$ cat src/rtl/up_pkg.sv
// ============================================================================
// Module   : up_pkg
// Purpose  : Shared widths, depth and receiver state encoding for the loader.
// Revision : 1.0
// ============================================================================
`default_nettype none

package up_pkg;

    localparam int ADDR_W    = 8;
    localparam int DATA_W    = 8;
    localparam int MEM_DEPTH = 256;
    localparam int CNT_W     = 9;

    localparam logic [2:0] c_RX_IDLE      = 3'd0;
    localparam logic [2:0] c_RX_START     = 3'd1;
    localparam logic [2:0] c_RX_DATA      = 3'd2;
    localparam logic [2:0] c_RX_STOP      = 3'd3;
    localparam logic [2:0] c_RX_WAIT_IDLE = 3'd4;

endpackage

`default_nettype wire

$ cat src/rtl/up_uart_rx.sv
// ============================================================================
// Module   : up_uart_rx
// Purpose  : 8N1 UART receiver with a 2-flop input synchronizer.
// Revision : 1.0
// ============================================================================
`default_nettype none

module up_uart_rx
    import up_pkg::*;
#(
    parameter int CLKS_PER_BIT = 5
) (
    input  logic              clk,
    input  logic              rst,
    input  logic              rx,
    output logic [DATA_W-1:0] data,
    output logic              valid,
    output logic              frame_err
);

    localparam logic [15:0] c_HALF = 16'(CLKS_PER_BIT / 2);
    localparam logic [15:0] c_FULL = 16'(CLKS_PER_BIT - 1);

    logic              r_rx_meta;
    logic              r_rx_sync;
    logic [2:0]        r_state;
    logic [15:0]       r_cnt;
    logic [2:0]        r_bit;
    logic [DATA_W-1:0] r_shift;

    logic [2:0]        w_state_nxt;
    logic [15:0]       w_cnt_nxt;
    logic [2:0]        w_bit_nxt;
    logic [DATA_W-1:0] w_shift_nxt;
    logic              w_expire;
    logic              w_valid;
    logic              w_ferr;

    always_ff @(posedge clk) begin
        if (rst) begin
            r_rx_meta <= 1'b1;
            r_rx_sync <= 1'b1;
            r_state   <= c_RX_IDLE;
            r_cnt     <= '0;
            r_bit     <= '0;
            r_shift   <= '0;
        end else begin
            r_rx_meta <= rx;
            r_rx_sync <= r_rx_meta;
            r_state   <= w_state_nxt;
            r_cnt     <= w_cnt_nxt;
            r_bit     <= w_bit_nxt;
            r_shift   <= w_shift_nxt;
        end
    end

    assign w_expire = (r_cnt == 16'd0);

    always_comb begin
        w_state_nxt = r_state;
        w_cnt_nxt   = r_cnt;
        w_bit_nxt   = r_bit;
        w_shift_nxt = r_shift;
        w_valid     = 1'b0;
        w_ferr      = 1'b0;
        case (r_state)
            c_RX_IDLE: begin
                if (!r_rx_sync) begin
                    w_state_nxt = c_RX_START;
                    w_cnt_nxt   = c_HALF;
                end
            end
            c_RX_START: begin
                // Re-check mid start bit so a short low glitch falls back to idle
                if (w_expire) begin
                    if (!r_rx_sync) begin
                        w_state_nxt = c_RX_DATA;
                        w_cnt_nxt   = c_FULL;
                        w_bit_nxt   = 3'd0;
                    end else begin
                        w_state_nxt = c_RX_IDLE;
                    end
                end else begin
                    w_cnt_nxt = r_cnt - 16'd1;
                end
            end
            c_RX_DATA: begin
                if (w_expire) begin
                    w_shift_nxt = {r_rx_sync, r_shift[DATA_W-1:1]};
                    w_cnt_nxt   = c_FULL;
                    w_bit_nxt   = r_bit + 3'd1;
                    if (r_bit == 3'd7) begin
                        w_state_nxt = c_RX_STOP;
                    end
                end else begin
                    w_cnt_nxt = r_cnt - 16'd1;
                end
            end
            c_RX_STOP: begin
                if (w_expire) begin
                    if (r_rx_sync) begin
                        w_valid     = 1'b1;
                        w_state_nxt = c_RX_IDLE;
                    end else begin
                        w_ferr      = 1'b1;
                        w_state_nxt = c_RX_WAIT_IDLE;
                    end
                end else begin
                    w_cnt_nxt = r_cnt - 16'd1;
                end
            end
            c_RX_WAIT_IDLE: begin
                if (r_rx_sync) begin
                    w_state_nxt = c_RX_IDLE;
                end
            end
            default: begin
                w_state_nxt = c_RX_IDLE;
            end
        endcase
    end

    assign data      = r_shift;
    assign valid     = w_valid;
    assign frame_err = w_ferr;

endmodule

`default_nettype wire

$ cat src/rtl/up_loader.sv
// ============================================================================
// Module   : up_loader
// Purpose  : UART-fed program loader driving a 256-entry memory write port.
// Revision : 1.0
// ============================================================================
`default_nettype none

module up_loader
    import up_pkg::*;
#(
    parameter int CLKS_PER_BIT = 5
) (
    input  logic              clk,
    input  logic              rst,
    input  logic              prog,
    input  logic              rx,
    output logic              mem_we,
    output logic [ADDR_W-1:0] mem_addr,
    output logic [DATA_W-1:0] mem_wdata,
    output logic              hold,
    output logic              done,
    output logic              wrap,
    output logic              frame_err
);

    localparam logic [CNT_W-1:0]  c_CNT_FULL = CNT_W'(MEM_DEPTH);
    localparam logic [CNT_W-1:0]  c_CNT_LAST = CNT_W'(MEM_DEPTH - 1);
    localparam logic [ADDR_W-1:0] c_ADDR_ONE = ADDR_W'(1);
    localparam logic [CNT_W-1:0]  c_CNT_ONE  = CNT_W'(1);

    logic [DATA_W-1:0] w_rx_data;
    logic              w_rx_valid;
    logic              w_rx_ferr;

    logic              r_prog_d;
    logic [ADDR_W-1:0] r_addr;
    logic [CNT_W-1:0]  r_count;
    logic              r_done;
    logic              r_wrap;
    logic              r_we;
    logic [ADDR_W-1:0] r_mem_addr;
    logic [DATA_W-1:0] r_wdata;
    logic              r_ferr;

    logic              w_rise;
    logic              w_wr;
    logic [ADDR_W-1:0] w_addr_base;
    logic [CNT_W-1:0]  w_count_base;
    logic              w_done_base;
    logic              w_wrap_base;
    logic              w_count_full;

    up_uart_rx #(
        .CLKS_PER_BIT (CLKS_PER_BIT)
    ) u_rx (
        .clk       (clk),
        .rst       (rst),
        .rx        (rx),
        .data      (w_rx_data),
        .valid     (w_rx_valid),
        .frame_err (w_rx_ferr)
    );

    assign w_rise = prog & ~r_prog_d;
    assign w_wr   = w_rx_valid & prog;

    // Session start clears first, so a byte arriving on the same cycle lands at address 0
    assign w_addr_base  = w_rise ? '0 : r_addr;
    assign w_count_base = w_rise ? '0 : r_count;
    assign w_done_base  = w_rise ? 1'b0 : r_done;
    assign w_wrap_base  = w_rise ? 1'b0 : r_wrap;
    assign w_count_full = (w_count_base == c_CNT_FULL);

    always_ff @(posedge clk) begin
        if (rst) begin
            r_prog_d   <= 1'b0;
            r_addr     <= '0;
            r_count    <= '0;
            r_done     <= 1'b0;
            r_wrap     <= 1'b0;
            r_we       <= 1'b0;
            r_mem_addr <= '0;
            r_wdata    <= '0;
            r_ferr     <= 1'b0;
        end else begin
            r_prog_d <= prog;
            r_ferr   <= w_rx_ferr;
            r_we     <= 1'b0;
            r_addr   <= w_addr_base;
            r_count  <= w_count_base;
            r_done   <= w_done_base;
            r_wrap   <= w_wrap_base;
            if (w_wr) begin
                r_we       <= 1'b1;
                r_mem_addr <= w_addr_base;
                r_wdata    <= w_rx_data;
                r_addr     <= w_addr_base + c_ADDR_ONE;
                r_count    <= w_count_full ? w_count_base : w_count_base + c_CNT_ONE;
                r_done     <= w_done_base | (w_count_base == c_CNT_LAST);
                r_wrap     <= w_wrap_base | w_count_full;
            end
        end
    end

    assign mem_we    = r_we;
    assign mem_addr  = r_mem_addr;
    assign mem_wdata = r_wdata;
    assign hold      = r_prog_d;
    assign done      = r_done;
    assign wrap      = r_wrap;
    assign frame_err = r_ferr;

endmodule

`default_nettype wire
$ cat config.mk
export PLATFORM = sky130hd
export DESIGN_NAME = up_loader
export DESIGN_NICKNAME = d
export VERILOG_FILES = /design/src/rtl/up_pkg.sv /design/src/rtl/up_uart_rx.sv /design/src/rtl/up_loader.sv
export SDC_FILE = /design/constraint.sdc
export NUM_CORES = 1
export LEC_CHECK = 0
export CORE_MARGIN = 2
export CORE_UTILIZATION = 24
export CTS_BUF_LIST = sky130_fd_sc_hd__clkbuf_16
export DETAILED_ROUTE_END_ITERATION = 16
export SETUP_SLACK_MARGIN = 0.02
export SYNTH_ARGS = -nofsm -noshare
export SYNTH_HDL_FRONTEND = slang
export SYNTH_SLANG_ARGS = --single-unit
$ cat constraint.sdc
create_clock -name clk -period 2.6 [get_ports clk]
set_input_delay 0.39 -clock clk [delete_from_list [all_inputs] [get_ports clk]]
set_output_delay 0.39 -clock clk [all_outputs]
set_load 0.02 [all_outputs]
=== After elaboration in Yosys (flattened, before gate mapping) ===
Index checks and enable logic that the tools add are counted.

* Output and inout port bits: 21
* Word-level logic and storage cells: 84
* Register bits after elaboration: 70

* Eq/ne operators: 16
* Bitwise logic cells: 7
* Reduce and logical (&&, ||, !) cells: 9
* Muxes and demuxes: 33
* Add/sub/neg operators: 4

{| class="wikitable"
|+ Operators with widths
! cell !! count
|-
| 16-bit two-way mux || 5
|-
| 16-bit case mux with 4 select lines || 1
|-
| 3-bit two-way mux || 10
|-
| 9-bit two-way mux || 3
|-
| 16-bit logical NOT || 1
|-
| 8-bit two-way mux || 2
|-
| 16-bit by 1-bit subtractor with 16-bit output (second input constant) || 1
|-
| 3-bit case mux with 5 select lines || 1
|-
| 2-bit by 1-bit inequality test with 1-bit output (second input constant) || 5
|-
| 9-bit by 1-bit adder with 9-bit output (second input constant) || 1
|-
| 9-bit by 8-bit equality test with 1-bit output (second input constant) || 1
|-
| 9-bit equality test (second input constant) || 1
|-
| 1-bit two-way mux || 9
|-
| 8-bit by 1-bit adder with 8-bit output (second input constant) || 1
|-
| 4-bit AND reduction || 2
|-
| 3-bit by 2-bit equality test with 1-bit output (second input constant) || 2
|-
| 3-bit equality test (second input constant) || 2
|-
| 2-bit inequality test (second input constant) || 3
|-
| 3-bit case mux with 2 select lines || 1
|-
| 6-bit AND reduction || 1
|-
| 4-bit nonzero test || 1
|-
| 3-bit by 1-bit adder with 3-bit output (second input constant) || 1
|-
| 3-bit by 1-bit equality test with 1-bit output (second input constant) || 1
|-
| 3-bit logical NOT || 1
|-
| other kinds (8) || 12
|}

=== Longest topological paths before layout ===
Gate-level depths: netlist of run 1.

* Depth in word-level cells: 6
* Depth in mapped cells: 11
* Depth with buffers taken out: 9

=== Modules after synthesis ===
From an unflattened synthesis of run 1, not the netlist that was laid out.

* Cell total of the unflattened synthesis: 351
* Area, all modules: 3145.5 um2

{| class="wikitable"
|+ Modules (own cells, without submodules)
! module !! seq. area each (um2) !! area an instance (um2) !! times used !! cells an instance
|-
| up_loader || 760.7 || 1590.3 || 1 || 182
|-
| up_uart_rx || 640.6 || 1555.2 || 1 || 169
|}

=== Worst setup path after synthesis of run 1 ===
Ideal clock, no wire load.

* Kind: register to register
* Start: reg u_rx.r_cnt[0]
* End: reg r_addr[7]
* Setup slack: -0.249 ns
* Arrival: 2.728 ns
* Stages on the path, launching flop included: 11
* Clock period less this slack: 2.849 ns
* Buffers on the path: 3
* Cells stage by stage: dfxtp_1 -> inv_1 -> ha_1 -> or4b_1 -> buf_2 -> or4_4 -> buf_6 -> or3_4 -> buf_6 -> nor3_1 -> mux2_2

* Cells in the longest elaborated chain, start to end: 5

{| class="wikitable"
|+ Ends and longest elaborated chain
! element !! RTL line !! RTL
|-
| start: declaration || up_uart_rx.sv:27 || <nowiki>logic [15:0] r_cnt;</nowiki>
|-
| start signal: assignment || up_uart_rx.sv:51 || <nowiki>r_cnt <= w_cnt_nxt;</nowiki>
|-
| 16-bit logical NOT || up_uart_rx.sv:57 || <nowiki>assign w_expire = (r_cnt == 16'd0);</nowiki>
|-
| 1-bit two-way mux || up_uart_rx.sv:100 || <nowiki>if (w_expire) begin</nowiki>
|-
| 1-bit two-way mux || up_uart_rx.sv:66 || <nowiki>case (r_state)</nowiki>
|-
| 1-bit bitwise AND || up_loader.sv:65 || <nowiki>assign w_wr = w_rx_valid & prog;</nowiki>
|-
| 8-bit two-way mux || up_loader.sv:93 || <nowiki>if (w_wr) begin</nowiki>
|-
| end signal: assignment || up_loader.sv:89 || <nowiki>r_addr <= w_addr_base;</nowiki>
|-
| end signal: assignment || up_loader.sv:97 || <nowiki>r_addr <= w_addr_base + c_ADDR_ONE;</nowiki>
|-
| end: declaration || up_loader.sv:36 || <nowiki>logic [ADDR_W-1:0] r_addr;</nowiki>
|}

Every way passes these cells.
A chain may end at the register's enable or synchronous reset.

=== Worst setup path in the final report of run 1 ===
* Start: reg u_rx.r_cnt[0]
* End: reg r_count[5]

* Cells in the longest elaborated chain, start to end: 5

{| class="wikitable"
|+ Ends and longest elaborated chain
! element !! RTL line !! RTL
|-
| 16-bit logical NOT || up_uart_rx.sv:57 ||
|-
| 1-bit two-way mux || up_uart_rx.sv:100 ||
|-
| 1-bit two-way mux || up_uart_rx.sv:66 ||
|-
| 1-bit bitwise AND || up_loader.sv:65 ||
|-
| 9-bit two-way mux || up_loader.sv:93 ||
|-
| end signal: assignment || up_loader.sv:90 || <nowiki>r_count <= w_count_base;</nowiki>
|-
| end signal: assignment || up_loader.sv:98 || <nowiki>r_count <= w_count_full ? w_count_base : w_count_base + c_CNT_ONE;</nowiki>
|-
| end: declaration || up_loader.sv:37 || <nowiki>logic [CNT_W-1:0] r_count;</nowiki>
|}

Every way passes these cells.

==> run metrics, run 1 <==
Yosys top cell area share 0.440; CTS root buf clkbuf_16; critical path arrival 2.79 ns; EDFF count, synth 0; Avg Inst Size Synth 8.32 sq um; Tmin final 2.54 ns; post-route ant nets 0; # rows 42; Synth area leaders dfxtp_1 (44%), a21oi_1 (7.8%), nand2_1 (6.4%), nor2_1 (3.5%), nand3_1 (3.3%); clock sink count 70; Peak Freq 0.394 GHz; largest family of logic cells by synthesized area simple AND/OR/NAND/NOR gates; WP data required 2.86 ns; synthesized area 3190 sq um; mux cell area share after synthesis 0.0224; Yosys top cell by area dfxtp_1; Syn Inst Count 383; n_diodes 0; core area 13100 sq um; Clock Pin Slew Worst Setup and Hold Paths 0.06 ns; initial drt markers 249; initial antenna violation count 0; R2R setup slack 0.06 ns; max_cap viols 0; # placed instances 582; Ys Warns 0; register bit total from synthesis 70; xor/xnor share of the synthesized area 0.0220; WL/cell 12.3 um; Worst VDD drop 368 uV; worst hold path cell count 1; GPL Wtd Cong 0.836; r2r endpoint r_count[5]; clock buffer depth 2; slowest stage delay, CP 0.46 ns; Layout Skew 0.00485 ns; PwrDens 711 nW/um^2; most common cell after layout, fill and taps aside dfxtp_1; hold crit path type reg2reg; CTS tree done; Buffers on Ports 24; Hold EP u_rx.r_rx_sync; slew at the pin closest to its max-slew limit 0.638 ns; post-layout util 0.311; Compound-Gate Fraction of Synth Area 0.158; R2R depth 8; Synth Flop Type dfxtp_1; WL final 7380 um; largest net degree at the start of global routing 35; M3 GR Usage 0.0254; global route hottest layer met2; Ports 25; CP endpoint kind register; part of the cycle the worst path needs 0.975; Via density 4.81; met2 usage 0.173; Fillers 1333; register area share after synthesis 0.440; htree depth 3; Post-Synth Adder-Cell Area 0.0275; critical path peak fanout 7; Clk Latency, worst-skew pair 0.33 ns; via count 2893; Final Non-Filler Cells 601; static leakage 1.45 nW; final hold vios 0; total grt overflow 0; initial cell density of the core 0.244; Distinct cells, synth 50; hold_sp u_rx.r_rx_meta; CTS Hold Bufs 0; startpoint types register; CTS buffer count 9; most frequent cells in the layout dfxtp_1 (70), nand2_1 (54), a21oi_1 (49), nor2_1 (30), buf_4 (25); Synth Net Count 394; grt met1 use 0.132; DPL Wire Length 5020 um; critical-path cell list inv_2 -> ha_2 -> or4b_4 -> or4_4 -> or3_4 -> buf_4 -> or3_1 -> a21oi_1; Die H 119 um; die area 14200 sq um; Post-synth ARST share 0; fin. max-slew vios 0; WS Path Type reg2reg; first-pass GRT wire length 12200 um; Total Nets Final 431; Die X 119 um; vias in the first global route 2615; RSZ-0062 raised after global routing yes; share of layout cells above drive strength 1 0.151; worst r2r src u_rx.r_cnt[0]; gr usage total 0.105; area delta synth->final 27.7%; DR DRC count 0; CP max-delay cell or4b_4; status finished, final reports clean; Rel. slew slack 0.575; Post-Synth Simple-Gate Area 0.283; Initial DRT Pass Iterations 4; Final setup viols 0
[synth_stat cells, types with 2 or more instances]
library cell and number:
a2111oi_0 2, a21oi_1 50, a311oi_1 2, a31o_2 2, and2_1 5, buf_2 3
buf_6 4, clkbuf_1 18, dfxtp_1 70, ha_1 7, inv_1 6, mux2i_1 6
nand2_1 54, nand2b_1 4, nand3_1 21, nand4_1 7, nor2_1 30, nor2b_1 2
nor3_1 7, nor4_1 6, o21ai_0 8, o31ai_1 8, or2_2 6, or3_1 12
or4_1 12, xnor2_1 6, xor2_1 2
[kinds of logic (layout without fill, tap and decap cells)]
group / count (synthesis) / after routing
compound gates: 84 / 84
xor+xnor: 8 / 8
fa+ha+maj: 7 / 7
buf+inv: 31 / 73
flops: 70 / 70
mux: 7 / 7
simple gates: 176 / 176
[worst max-delay path: cells and delay by family (launching register included)]
family | cells | cell delay (ns)
simple gates | 4 | 1.63
flops | 1 | 0.31
buf+inv | 2 | 0.23
fa+ha+maj | 1 | 0.18
compound gates | 1 | 0.12
[layout make-up]
cell class,count,area (sq um),share of cell area
flip-flops and latches,70,1400,0.344
multi-input cells,282,1670,0.409
well taps,176,220,0.0541
inverters,6,22.5,0.00553
clock buffers,9,225,0.0553
repair buffers,51,463,0.114
clock inverters,7,72.6,0.0178
[sequential cells by signal (all words and copies together) (netlist names)]
register,flops
u_rx.r_rx_meta,1
u_rx.r_bit,3
mem_addr,8
frame_err,1
u_rx.r_state,3
u_rx.r_rx_sync,1
mem_we,1
u_rx.data,8
wrap,1
mem_wdata,8
done,1
hold,1
r_count,9
u_rx.r_cnt,16
r_addr,8
[how the worst max path moves through the flow]
stage                  start         end  slack (ns)  cells past startpoint
2_1_floorplan  u_rx.r_cnt[1]   r_addr[7]       -0.14                     10
3_3_place_gp   u_rx.r_cnt[1]   r_addr[7]        0.13                      7
3_5_place_dp   u_rx.r_cnt[6]   r_addr[7]        0.07                      5
4_1_cts        u_rx.r_cnt[1]   r_addr[7]        0.06                      7
5_1_grt        u_rx.r_cnt[0]  r_count[5]       0.004                      8
6_report       u_rx.r_cnt[0]  r_count[5]        0.06                      8
[layer usage]
metal | routed length, um | vias to the layer above | part of all wire
li1 | - | 1451 | -
met1 | 3470 | 1387 | 0.47
met2 | 3600 | 51 | 0.49
met3 | 257 | 4 | 0.035
met4 | 55 | 0 | 0.0075
met5 | 0 | - | 0
[report_power, final]
group          leakage, nW  switching [mW]  internal, mW
clock network        0.144           0.468         0.745
logic                0.740           0.307         0.228
registers            0.566          0.0369          1.11
total                 1.45           0.812          2.08
[through the flow]
step / setup TNS [ns] / area (sq um) / setup slack, ns / power (mW) / hold slack, ns
4_1_cts: 0 / 4040 / 0.0564 / 2.92 / 0.408
2_1_floorplan: -0.227 / 3220 / -0.144 / 1.53 / 0.389
3_3_place_gp: 0 / 3740 / 0.126 / 1.68 / 0.393
6_report: 0 / 4070 / 0.0643 / 2.89 / 0.407
5_1_grt: 0 / 4070 / 0.00431 / 3.03 / 0.421
3_5_place_dp: 0 / 3740 / 0.0703 / 1.69 / 0.394
[repair_timing]
action                     4_1_cts  5_1_grt
setup endpoints to repair        0        8
setup buffers                    0        3
gates resized for setup          0        5
Note: power is estimated with default switching activity, not from simulation.
==> run 2: changes to the inputs <==
--- a/config.mk
+++ b/config.mk
@@ -5,6 +5,7 @@
 export SDC_FILE = /design/constraint.sdc
 export NUM_CORES = 1
 export LEC_CHECK = 0
+export ABC_CLOCK_PERIOD_IN_PS = 2600
 export CORE_MARGIN = 2
 export CORE_UTILIZATION = 24
 export CTS_BUF_LIST = sky130_fd_sc_hd__clkbuf_16
==> results of run 2 <==
No change in the layout: final DEF, timing and power equal those of run 1.
==> run 3: changes to the inputs <==
--- a/config.mk
+++ b/config.mk
@@ -5,12 +5,14 @@
 export SDC_FILE = /design/constraint.sdc
 export NUM_CORES = 1
 export LEC_CHECK = 0
-export ABC_CLOCK_PERIOD_IN_PS = 2600
+export ABC_CLOCK_PERIOD_IN_PS = 3050
+export CORE_ASPECT_RATIO = 1.75
 export CORE_MARGIN = 2
 export CORE_UTILIZATION = 24
 export CTS_BUF_LIST = sky130_fd_sc_hd__clkbuf_16
 export DETAILED_ROUTE_END_ITERATION = 16
 export SETUP_SLACK_MARGIN = 0.02
+export SLEW_MARGIN = 0
 export SYNTH_ARGS = -nofsm -noshare
 export SYNTH_HDL_FRONTEND = slang
 export SYNTH_SLANG_ARGS = --single-unit
==> constraint.sdc (replaced) <==
create_clock -name clk -period 3.05 [get_ports clk]
set_input_delay 0.4575 -clock clk [delete_from_list [all_inputs] [get_ports clk]]
set_output_delay 0.4575 -clock clk [all_outputs]
set_load 0.02 [all_outputs]
==> run 3 against run 2 <==
Effect of this change: worst hold slack improved by 0.0068 ns; final cell count is 3.5% lower; flip-flop and latch count is the same; critical path depth fell by 3; register-to-register slack better by 0.16 ns; first-iteration DRC count is 35% lower; final area decreased by 5.3%; global-route usage increased by 0.49 points; die area is 0.25% higher; critical path type unchanged; largest power group is now registers; highest routed layer unchanged.
==> run metrics, run 3 (same netlist as run 1, synthesis figures left out) <==
initial antenna violation count 0 (unchanged); Die H 156 um (was 119 um); CTS tree done (unchanged); PwrDens 590 nW/um^2 (was 711 nW/um^2); Tmin final 2.82 ns (was 2.54 ns); Initial DRT Pass Iterations 4 (unchanged); startpoint types register (unchanged); status finished, final reports clean (unchanged); most frequent cells in the layout dfxtp_1 (70), nand2_1 (54), a21oi_1 (50), nor2_1 (30), clkdlybuf4s50_1 (23) (was dfxtp_1 (70), nand2_1 (54), a21oi_1 (49), nor2_1 (30), buf_4 (25)); final hold vios 0 (unchanged); via count 2816 (was 2893); final setup margin 0.228 ns (was 0.0643 ns); Total Nets Final 417 (was 431); DR DRC count 0 (unchanged); CTS Hold Bufs 0 (unchanged); # rows 55 (was 42); Fillers 1437 (was 1333); total negative slack 0 ns (unchanged); Via density 4.86 (was 4.81); Worst VDD drop 294 uV (was 368 uV); vias in the first global route 2684 (was 2615); first-pass GRT wire length 12600 um (was 12200 um); post-route ant nets 0 (unchanged); core area 12900 sq um (was 13100 sq um); max_cap viols 0 (unchanged); CP endpoint kind register (unchanged); Rel. slew slack 0.612 (was 0.575); total grt overflow 0 (unchanged); WL/cell 12.9 um (was 12.3 um); initial cell density of the core 0.246 (was 0.244); Die X 91.1 um (was 119 um); static leakage 1.34 nW (was 1.45 nW); largest net degree at the start of global routing 30 (was 35); fin. max-slew vios 0 (unchanged); Final setup viols 0 (unchanged); clock buffer depth 2 (unchanged); part of the cycle the worst path needs 0.925 (was 0.975); Peak Freq 0.354 GHz (was 0.394 GHz); Seq pwr share 0.432 (was 0.396); RSZ-0062 raised after global routing no (was yes); Net Sw Power 645 uW (was 812 uW); WL final 7450 um (was 7380 um); final total power 2.27 mW (was 2.89 mW); gr usage total 0.109 (was 0.105); hold crit path type reg2reg (unchanged); initial drt markers 162 (was 249); Clk pwr share 0.391 (was 0.419); htree depth 3 (unchanged); CTS root buf clkbuf_16 (unchanged); most common cell after layout, fill and taps aside dfxtp_1 (unchanged); CTS buffer count 9 (unchanged); slew at the pin closest to its max-slew limit 0.575 ns (was 0.638 ns); post-CTS resize count 0 (unchanged); critical path peak fanout 17 (was 7); Largest Register u_rx.r_cnt (unchanged); WS Path Type reg2reg (unchanged); biggest regs u_rx.r_cnt (16), r_count (9) (unchanged); pre-CTS setup slack 0.222 ns (was 0.0703 ns); max reg flops 16 (unchanged); GPL Wtd Cong 0.831 (was 0.836); Clk Latency, worst-skew pair 0.33 ns (about the same); Ports 25 (unchanged); WP data required 3.27 ns (was 2.86 ns); die area 14300 sq um (was 14200 sq um); clock sink count 70 (unchanged); Layout Skew 0.00524 ns (was 0.00485 ns); Post-CTS Setup Repair Bufs 0 (unchanged); post-layout util 0.298 (was 0.311); DPL Wire Length 5220 um (was 5020 um); critical path arrival 3.04 ns (was 2.79 ns); Buffers on Ports 24 (unchanged); share of layout cells above drive strength 1 0.0929 (was 0.151); Comb pwr share 0.178 (was 0.185); P_int 1.63 mW (was 2.08 mW); Clock Pin Slew Worst Setup and Hold Paths 0.05 ns (was 0.06 ns); n_diodes 0 (unchanged); area delta synth->final 20.8% (was 27.7%); switching fraction of total power 0.284 (was 0.281)
[run 3: worst paths after layout]
path / to / startpoint / depth (start not counted) / slack (ns)
min: u_rx.r_rx_sync / u_rx.r_rx_meta / 1 / 0.41
max: r_addr[7] / u_rx.r_cnt[5] / 5 / 0.23
min reg2reg: u_rx.r_rx_sync / u_rx.r_rx_meta / 1 / 0.41
max reg2reg: r_addr[7] / u_rx.r_cnt[5] / 5 / 0.23
[run 3: final cells by class]
| class | count | area [sq um] | share of cell area |
|---|---|---|---|
| timing repair buffer | 37 | 333 | 0.0864 |
| multi-input combinational | 282 | 1640 | 0.425 |
| tap | 171 | 214 | 0.0555 |
| clock buffer | 9 | 225 | 0.0585 |
| clock inverter | 5 | 20.0 | 0.00520 |
| sequential | 70 | 1400 | 0.364 |
| inverter | 6 | 22.5 | 0.00585 |
[run 3: critical path: stages (launching register included)]
cell and delay (ns):
dfxtp_1 0.36, or4_1 0.68, or4_4 0.63, or3_4 0.50, nor3_1 0.18, mux2_2 0.35
[run 3: power by group through the flow]
stage / clock network [mW] / logic, mW / registers [mW]
after floorplan: 0 / 0.303 / 0.987
after global placement: 0 / 0.391 / 0.996
after detailed placement: 0 / 0.400 / 0.999
after CTS: 0.917 / 0.403 / 0.980
after global routing: 0.953 / 0.440 / 0.986
final: 0.887 / 0.404 / 0.981
[run 3: layer usage]
metal,vias to the layer above,wire length (um),global-route usage
met2,54,3910,0.192
li1,1428,-,-
met1,1326,3250,0.124
met3,8,211,0.0274
met4,0,81,0.0512
met5,-,0,0
[run 3: metrics by stage]
step | hold slack (ns) | cell area [sq um] | std cells
after detailed placement | 0.397 | 3610 | 566
after floorplan | 0.389 | 3190 | 383
after CTS | 0.410 | 3850 | 580
after global routing | 0.439 | 3850 | 580
final | 0.414 | 3850 | 580
after global placement | 0.390 | 3610 | 566
